[src/rtl/wb_arb_pkg.sv]
// wb_arb_pkg: shared Wishbone widths and arbiter state encoding
package wb_arb_pkg;
    localparam int WB_ADR_W = 32;
    localparam int WB_DAT_W = 32;
    localparam int WB_SEL_W = 4;
    typedef enum logic [1:0] {IDLE = 2'd0, BUSY = 2'd1, ERR = 2'd2} arb_state_e;
endpackage

[src/rtl/rr_picker.sv]
// rr_picker: combinational round-robin pick of the first requester after last_ptr
module rr_picker #(
    parameter int N = 2
) (
    input  logic [N-1:0]         req,
    input  logic [$clog2(N)-1:0] last_ptr,
    output logic                 gnt_valid,
    output logic [$clog2(N)-1:0] gnt_idx
);
    localparam int W = $clog2(N);
    logic [W-1:0] idx;
    // scan farthest-first so the nearest requester after last_ptr wins
    always_comb begin
        gnt_valid = 1'b0;
        gnt_idx   = '0;
        idx       = '0;
        for (int i = N; i >= 1; i--) begin
            idx = W'((int'(last_ptr) + i) % N);
            if (req[idx]) begin
                gnt_valid = 1'b1;
                gnt_idx   = idx;
            end
        end
    end
endmodule

[src/rtl/wb_ram_arbiter.sv]
// wb_ram_arbiter: round-robin Wishbone arbiter in front of the RAM slave (WB_ARB_TIMEOUT_EN adds stall timeout)
module wb_ram_arbiter
    import wb_arb_pkg::*;
#(
    parameter int NUM_MASTERS = 2,
    parameter int TIMEOUT     = 255
) (
    input  logic                                 clk,
    input  logic                                 rstn_i,
    input  logic [NUM_MASTERS-1:0]               m_cyc_i,
    input  logic [NUM_MASTERS-1:0]               m_stb_i,
    input  logic [NUM_MASTERS-1:0]               m_we_i,
    input  logic [NUM_MASTERS-1:0][WB_SEL_W-1:0] m_sel_i,
    input  logic [NUM_MASTERS-1:0][WB_ADR_W-1:0] m_adr_i,
    input  logic [NUM_MASTERS-1:0][WB_DAT_W-1:0] m_dat_i,
    output logic [WB_DAT_W-1:0]                  m_dat_o,
    output logic [NUM_MASTERS-1:0]               m_ack_o,
    output logic [NUM_MASTERS-1:0]               m_err_o,
    output logic                                 s_cyc_o,
    output logic                                 s_stb_o,
    output logic                                 s_we_o,
    output logic [WB_SEL_W-1:0]                  s_sel_o,
    output logic [WB_ADR_W-1:0]                  s_adr_o,
    output logic [WB_DAT_W-1:0]                  s_dat_o,
    input  logic [WB_DAT_W-1:0]                  s_dat_i,
    input  logic                                 s_ack_i,
    input  logic                                 s_err_i
);
    localparam int IW = $clog2(NUM_MASTERS);
    arb_state_e state;
    logic [IW-1:0] owner, last_ptr, gnt_idx;
    logic gnt_valid, busy, own_cyc, own_stb, err_pulse;

    assign busy    = state == BUSY;
    assign own_cyc = m_cyc_i[owner];
    assign own_stb = m_stb_i[owner];

    rr_picker #(.N(NUM_MASTERS)) u_pick (
        .req      (m_cyc_i),
        .last_ptr (last_ptr),
        .gnt_valid(gnt_valid),
        .gnt_idx  (gnt_idx)
    );

`ifdef WB_ARB_TIMEOUT_EN
    localparam int CW = $clog2(TIMEOUT + 1);
    logic [CW-1:0] cnt;
    logic stall, timeout, err_done;
    assign stall     = busy && own_stb && !s_ack_i && !s_err_i;
    assign timeout   = stall && cnt == CW'(TIMEOUT - 1);
    assign err_pulse = state == ERR && !err_done;
    // count consecutive stalled strobe cycles; the forced err fires only once per ERR visit
    always_ff @(posedge clk or negedge rstn_i)
        if (!rstn_i) begin
            cnt      <= '0;
            err_done <= 1'b0;
        end else begin
            cnt      <= stall ? cnt + 1'b1 : '0;
            err_done <= state == ERR;
        end
`else
    assign err_pulse = 1'b0;
`endif

    // grant on a pending request from IDLE, release when the owner drops cyc
    always_ff @(posedge clk or negedge rstn_i)
        if (!rstn_i) begin
            state    <= IDLE;
            owner    <= '0;
            last_ptr <= IW'(NUM_MASTERS - 1);
        end else if (state == IDLE) begin
            if (gnt_valid) begin
                state <= BUSY;
                owner <= gnt_idx;
            end
        end else if (!own_cyc) begin
            state    <= IDLE;
            last_ptr <= owner;
        end
`ifdef WB_ARB_TIMEOUT_EN
        else if (timeout) state <= ERR;
`endif

    assign s_cyc_o = busy & own_cyc;
    assign s_stb_o = busy & own_cyc & own_stb;
    assign s_we_o  = busy & m_we_i[owner];
    assign s_sel_o = busy ? m_sel_i[owner] : '0;
    assign s_adr_o = busy ? m_adr_i[owner] : '0;
    assign s_dat_o = busy ? m_dat_i[owner] : '0;
    assign m_dat_o = s_dat_i;
    assign m_ack_o = NUM_MASTERS'(busy & s_ack_i) << owner;
    assign m_err_o = NUM_MASTERS'((busy & s_err_i) | err_pulse) << owner;
endmodule

[config.mk]
export PLATFORM = sky130hd
export DESIGN_NAME = wb_ram_arbiter
export DESIGN_NICKNAME = d
export VERILOG_FILES = /design/src/rtl/wb_arb_pkg.sv /design/src/rtl/rr_picker.sv /design/src/rtl/wb_ram_arbiter.sv
export SDC_FILE = /design/constraint.sdc
export NUM_CORES = 1
export LEC_CHECK = 0
export ABC_CLOCK_PERIOD_IN_PS = 1300
export CELL_PAD_IN_SITES_DETAIL_PLACEMENT = 1
export CELL_PAD_IN_SITES_GLOBAL_PLACEMENT = 2
export CORE_MARGIN = 8
export CORE_UTILIZATION = 10
export CTS_BUF_LIST = sky130_fd_sc_hd__clkbuf_8
export DETAILED_ROUTE_END_ITERATION = 10
export HOLD_SLACK_MARGIN = 0.03
export PLACE_DENSITY = 0.95
export RECOVER_POWER = 25
export SLEW_MARGIN = 25
export SYNTH_ARGS = -nofsm -noshare
export SYNTH_HDL_FRONTEND = slang
export SYNTH_SLANG_ARGS = --single-unit
[constraint.sdc]
create_clock -name clk -period 1.3 [get_ports clk]
set_input_delay 0.195 -clock clk [delete_from_list [all_inputs] [get_ports clk]]
set_output_delay 0.195 -clock clk [all_outputs]
set_load 0.005 [all_outputs]
* After elaboration in Yosys (flattened, before gate mapping) *
Cells that the tools add are included.

word-level totals
  register bits after elaboration = 4
  input port bits = 178
  output and inout port bits = 107
  word-level logic and storage cells = 50

cells by class
  $add $sub $neg = 2
  magnitude comparators = 3
  eq/ne operators = 3
  shifts and indexed selects = 2
  multiplexer cells = 26
  bitwise logic cells = 7
  reductions and logical operators = 4

operators with widths
  cell                                                count
  2-to-1 mux 32 bit                                   6
  2-to-1 mux 1 bit                                    14
  2-to-1 mux 4 bit                                    3
  < comparator 1 x 2 -> 1 bit, second input constant  3
  2-to-1 mux 2 bit                                    3
  AND reduction 2 bit                                 3
  AND 1 bit                                           5
  << shifter 1 x 1 -> 2 bit                           2
  adder 1 bit, second input constant                  2
  == test 2 x 1 -> 1 bit, second input constant       1
  logical NOT 2 bit                                   1
  != test 2 x 1 -> 1 bit, second input constant       1
  != test 2 bit, second input constant                1
  NOT 1 bit                                           2

* Logic depth before layout (Yosys ltp) *
Gate-level depths: netlist (run 1).

  word-level depth = 7
  mapped depth = 5
  gate-level depth less buffers = 3

* By module *
Synthesis (run 1) repeated with hierarchy kept, for this count alone.

second synthesis, totals
  cells, all modules = 210
  area, all modules = 1714.1 µm²

modules (own cells, without submodules)
  module          times used  cells an instance  area an instance (µm²)  sequential area each (µm²)
  wb_ram_arbiter  1           208                1700.4                  76.3
  rr_picker       1           2                  13.8                    0.0

* Least setup slack after synthesis (run 1) *
OpenSTA, ideal clock, no wires.

  path type = register to output
  start point = reg owner
  end point = out s_adr_o[21]
  data arrival time = 984 ps
  required time = 1105 ps
  path slack = 121 ps
  cell stages (with the launch flop) = 6
  path buffers = 3
  cell sequence = dfrtp_1 > buf_4 > buf_8 > buf_12 > mux2i_1 > nor2_1

between the ends
  cells in the longest elaborated chain, start to end = 3

RTL lines
  what                                                  line                  RTL
  start: declaration                                    wb_ram_arbiter.sv:31  logic [IW-1:0] owner, last_ptr, gnt_idx;
  start signal: assignment                              wb_ram_arbiter.sv:74  owner <= gnt_idx;
  2-to-1 mux 32 bit (not written as such) (2 in a row)  wb_ram_arbiter.sv:88  assign s_adr_o = busy ? m_adr_i[owner] : '0;
  2-to-1 mux 32 bit                                     wb_ram_arbiter.sv:88
  end: declaration                                      wb_ram_arbiter.sv:23  output logic [WB_ADR_W-1:0] s_adr_o,

Every way passes these cells. The select of a mux whose other input is x is not followed.

* Worst setup path after layout (run 1) *
  start point = reg owner
  end point = out s_dat_o[13]

between the ends
  cells in the longest elaborated chain, start to end = 3

RTL lines
  what                                                  line                  RTL
  2-to-1 mux 32 bit (not written as such) (2 in a row)  wb_ram_arbiter.sv:89  assign s_dat_o = busy ? m_dat_i[owner] : '0;
  2-to-1 mux 32 bit                                     wb_ram_arbiter.sv:89
  end: declaration                                      wb_ram_arbiter.sv:24  output logic [WB_DAT_W-1:0] s_dat_o,

Every way passes these cells. The select of a mux whose other input is x is not followed.

==> impl_metrics.csv, run 1 <==
group,metric,value,unit
run_status,status,"finished, violations left",
run_status,failed_checks,"setup timing",
pwr,seq_power_share,4.0,%
cts,clock_path_buffers,2,
pwr,powerDensity,1500,mW/mm2
yosys,synth_top_area_share,45.5,%
sta,max_freq,579,MHz
routing,drt-initial-drc-count,61,
final_layout,final_common_cell,"clkdlybuf4s50_1",
global_route,grt_max_degree,36,
cts,htreeDepth,1,
cts,clkTransAtPathRegs,30,ps
die,dieHeight,139,um
final_layout,final_cell_mix,"clkdlybuf4s50_1, nor2_1, mux2i_1",
yosys,seq_area_frac_synth,5.03,%
pwr,p_leak,0.00184,uW
die,core.rowCount,45,
routing,via_per_inst,3.76,
sta,max_slew_margin,81.4,%
final_layout,n_antenna_cell,0,
sta,finalCritPeriodShare,133,%
routing,routed_wl,10.6,mm
global_route,grt_pass1_vias,2544,
critical_path,start_kind,"register",
routing,route.vias.total,2277,
sta,rsz0062_at_grt,"true",
sta,worst_pin_slew,279,ps
die,die_x,139,um
global_route,grt_remaining_overflow,0,
routing,drc,0,
pwr,pwr-share-clk,4.7,%
routing,detail-route-antenna-nets,0,
cts,clock-sinks,3,
cts,holdBufCountCts,0,
yosys,synth_nets,387,
pwr,switching_share,40.8,%
routing,wl_per_cell,17.6,um
cts,cts_tree,"done",
yosys,synthesis.area,0.00152,mm2
die,core_area,0.0150,mm2
run,drv_cap,0,
sta,min_period,1730,ps
placement,dp_slack,-476,ps
cts,cts_root_buffer,"clkbuf_8",
yosys,avgSynthCellArea,7.26,um2
die,io_pins,285,
routing,dr.pass1.iters,4,
final_layout,drive_gt1_share,28.7,%
die,start_util,10.1,%
pwr,internal_power,3390,uW
critical_path,crit_family,"buffers and inverters",
pwr,pwr-share-comb,91.3,%
critical_path,cp_max_fo,5,
yosys,ys_warn_count,0,
placement,portBuffers,220,
critical_path,cp-startpoint,"owner",
cts,clk_latency,220,ps
sta,hold_viol_final,0,
hold_path,hp-class,"input port to async pin",
yosys,syn-instance-count,209,
final_layout,final_nets,597,
sta,fin_skew,2.88,ps
critical_path,end_kind,"output pin",
critical_path,cp_cell_sequence,"buf_8, clkbuf_16, buf_6, mux2i_1, nor2_1, buf_2",
global_route,grt_usage,9.14,%
yosys,synth-seq-cells,3,
critical_path,crit-reg2reg-launch,"owner",
critical_path,cp_data_required_time,1110,ps
final_layout,syn_to_final_growth,152,%
global_route,grt_pass1_wl,14.2,mm
critical_path,crit_buf_inv,4,
global_route,antenna_found_initial,0,
placement,gp_congestion,0.684,
sta,fin_ws,-426,ps
pwr,vdd_drop_max,0.732,mV
critical_path,arrival,1530,ps
yosys,synthDistinctLibCells,18,
critical_path,max_stage_delay,520,ps
yosys,yosys.area.top_type,"mux2i_1",
placement,place_hpwl,8.33,mm
cts,cts_buffers,3,
yosys,synth_area_leaders,"mux2i_1, buf_4, nor2_1, buf_12, dfrtp_1",
pwr,p_sw,2330,uW
sta,maxSlewViolCount,0,
sta,setup_viol,76,
final_layout,utilization,25.4,%
die,die_area,0.0194,mm2
critical_path,cpMaxStageDelayCell,"dfrtp_4",
critical_path,worst-setup-path-type,"register to output pin",
-- power by group through the flow --
stage | Combinational (uW) | Clock, uW | Sequential, uW
final | 5230 | 267 | 228
after global routing | 5630 | 285 | 236
after CTS | 4380 | 272 | 216
after detailed placement | 4600 | 0 | 219
after global placement | 4470 | 0 | 207
after floorplan | 2380 | 0 | 164
-- sequential cells by signal, indices dropped and copies added, names as in the netlist --
name      flops
last_ptr      1
state         1
owner         1
-- synthesized netlist by cell type, drive strengths merged --
master,number
a21oi,2
clkbuf,5
o21ai,2
nor2b,2
inv,1
dfrtp,2
and3,2
dfstp,1
mux2i,69
a32o,1
nor2,72
buf,44
a32oi,1
nand2,3
nor3b,2
-- metrics by stage --
step                      hold slack, ps  setup TNS, ps  area (um2)  total power [uW]  instances
after floorplan                     -101              0        1520              2540        209
after global placement               390         -25590        3700              4670        580
after detailed placement             390         -28030        3700              4820        580
after CTS                            179         -33790        3650              4860        585
after global routing                 244         -27560        3820              6150        606
final                                241         -23190        3820              5720        606
-- final timing paths --
check / to / slack, ps / depth (start not counted)
setup / recovery: s_dat_o[13] / -430 / 6
hold / removal: owner / 240 / 1
setup reg to reg: state[0] / -30 / 6
hold reg to reg: last_ptr / 510 / 2
max in group asynchronous: last_ptr / 820 / 1
min in group clk: m_dat_o[0] / 390 / 0
-- worst register-to-register path, stage by stage (launching register included) --
cell     delay [ps]
dfrtp_4         520
buf_8           160
buf_4           160
nor2b_4         110
a21oi_1          60
buf_4           140
a21oi_1         120
-- cells by family after synthesis --
kind of cell           synth area share [%]
AND/OR/NAND/NOR                        21.2
multiplexers                           45.5
buffers and inverters                  25.7
AO/OA/AOI/OAI                          2.56
flip-flops                             5.03
-- layer usage --
layer	vias up	track usage [%]	routed length (um)
met2	120	18.8	5970
met5	-	0	0
met1	1052	8.18	3770
met4	0	3.81	262
met3	24	2.38	641
li1	1081	-	-
-- final cells by class --
type,instances,area [um2]
Clock inverter,1,3.75
Timing Repair Buffer,254,2350
Fill cell,1785,11200
Clock buffer,3,41.3
Inverter,1,3.75
Tap cell,188,235
Sequential cell,3,80.1
Multi-Input combinational cell,156,1110
-- what timing repair did --
action                                 in CTS  in global routing
endpoints found under the hold margin       0                  0
buffers inserted                            1                 16
resized for setup                         117                145
cloned                                      0                  6
setup endpoints to repair                  75                 76
pin swaps                                   2                 11
(Power assumes the default switching activity.)
==> run 2, diff against run 1 <==
- REMOVE_ABC_BUFFERS: default -> 1
==> run 2 against run 1 <==
Against the previous run:
- the run still ends with setup timing left
- routed wire length grew 2.8%
- fmax shrank 11%
- largest cell class unchanged
- largest power group unchanged
- non-clock buffer count shrank 8
- clock skew down 2.3 ps
- utilization about the same
- sequential power is 4% lower
- clock power hardly changed
- final area up 0.16%
- combinational power down 7.5%
==> impl_metrics.csv, run 2 (synthesis results as in run 1) <==
group,metric,value,unit
run_status,status,"finished, violations left",
run_status,failed_checks,"setup timing",
final_layout,multi_input_area,0.00108,mm2
cts,htreeDepth,1,
critical_path,cp_max_fo,35,
sta,finalCritPeriodShare,149,%
final_layout,n_antenna_cell,0,
final_layout,nFillCells,1783,
routing,route.vias.total,2253,
cts,clkTransAtPathRegs,30,ps
die,dieHeight,139,um
global_route,grt_remaining_overflow,0,
pwr,powerDensity,1390,mW/mm2
cts,clk_latency,220,ps
sta,max_slew_margin,83.0,%
global_route,grt_pass1_wl,15.3,mm
routing,detail-route-antenna-nets,0,
global_route,antenna_found_initial,0,
sta,rsz0062_at_grt,"true",
pwr,p_sw,2120,uW
sta,maxSlewViolCount,0,
final_layout,utilization,25.5,%
final_layout,seqCellArea,80.1,um2
hold_path,hp-class,"input port to async pin",
placement,portBuffers,220,
run,drv_cap,0,
critical_path,start_kind,"register",
sta,setup_viol,76,
placement,gp_congestion,0.708,
pwr,pwr-share-comb,90.8,%
sta,hold_viol_final,0,
placement,dp_cells,578,
die,core.rowCount,45,
sta,max_freq,515,MHz
cts,cts_tree,"done",
pwr,switching_share,39.7,%
routing,routed_wl,10.9,mm
die,start_util,10.1,%
sta,fin_ws,-641,ps
die,core_area,0.0150,mm2
routing,drc,0,
critical_path,worst-setup-path-type,"register to output pin",
routing,drt-initial-drc-count,68,
pwr,vdd_drop_max,0.435,mV
pwr,pwr-share-clk,5.0,%
global_route,grt_pass1_vias,2496,
cts,cts_buffers,3,
critical_path,cp-startpoint,"owner",
sta,fin_skew,0.587,ps
critical_path,end_kind,"output pin",
critical_path,reg2reg_slack,-20,ps
pwr,p_leak,0.00184,uW
die,die_x,139,um
critical_path,crit-reg2reg-launch,"owner",
global_route,grt_usage,10.1,%
final_layout,final_common_cell,"clkdlybuf4s50_1",
final_layout,final_nets,589,
placement,place_hpwl,9.21,mm
cts,holdBufCountCts,0,
final_layout,syn_to_final_growth,152,%
global_route,grt_max_degree,43,
sta,hold_slack,245,ps
sta,worst_pin_slew,256,ps
final_layout,top_regs,"last_ptr (1), owner (1), state (1)",
final_layout,final_cell_mix,"clkdlybuf4s50_1, nor2_1, mux2i_1",
final_layout,drive_gt1_share,16.1,%
die,io_pins,285,
sta,min_period,1940,ps
routing,wl_per_cell,18.3,um
cts,clock-sinks,3,
sta,fin_setup_tns,-32510,ps
pwr,seq_power_share,4.1,%
die,die_area,0.0194,mm2
pwr,internal_power,3210,uW
routing,dr.pass1.iters,4,
critical_path,arrival,1750,ps
cts,clock_path_buffers,2,
critical_path,cp_data_required_time,1110,ps
routing,via_per_inst,3.77,
final_layout,finalNonFillerCells,598,
cts,cts_root_buffer,"clkbuf_8",
## run 2: per-layer routing
metal | vias up | track usage, % | share of wire (%)
li1 | 1066 | - | -
met1 | 1045 | 10.7 | 38
met2 | 138 | 17.3 | 50
met3 | 4 | 6.09 | 11
met4 | 0 | 1.16 | 0.28
met5 | - | 0.525 | 0
## run 2: through the flow
step	setup slack (ps)	cell area, um2	total power (uW)
CTS	-652	3740	5130
finish	-641	3830	5330
floorplan	-1780	1130	1500
global placement	-426	3700	4700
detailed placement	-475	3700	4830
global route	-690	3830	5710
## run 2: repair_timing
action / 4_1_cts / 5_1_grt
pin swaps: 1 / 1
setup endpoints to repair: 75 / 76
resized for setup: 40 / 83
gates cloned: 0 / 2
buffers inserted: 3 / 11
## run 2: worst paths after layout
path	end	cells past startpoint
min in group clk	m_dat_o[26]	0
worst min register to register	last_ptr	2
worst min-delay path	state[0]	1
worst max-delay path	s_sel_o[2]	4
max in group asynchronous	last_ptr	1
worst max register to register	state[0]	6
## run 2: power groups by stage
stage	logic, uW	registers, uW	clock network [uW]
after floorplan	1100	400	0
after global placement	4480	217	0
after detailed placement	4600	225	0
after CTS	4640	210	273
after global routing	5210	223	280
final	4840	220	268
## run 2: area by class of cell
cell class | instances | share of cell area (%)
sequential | 3 | 2.09
multi-input combinational | 156 | 28.2
clock inverter | 1 | 0.0980
clock buffer | 3 | 1.08
tap | 188 | 6.14
inverter | 1 | 0.0980
timing repair buffer | 246 | 62.3
## run 2: critical path, cell delays in order, from the launching register on
cell and delay [ps]:
dfrtp_4 520, buf_12 200, mux2i_1 150, nor2_1 100
clkdlybuf4s50_1 520
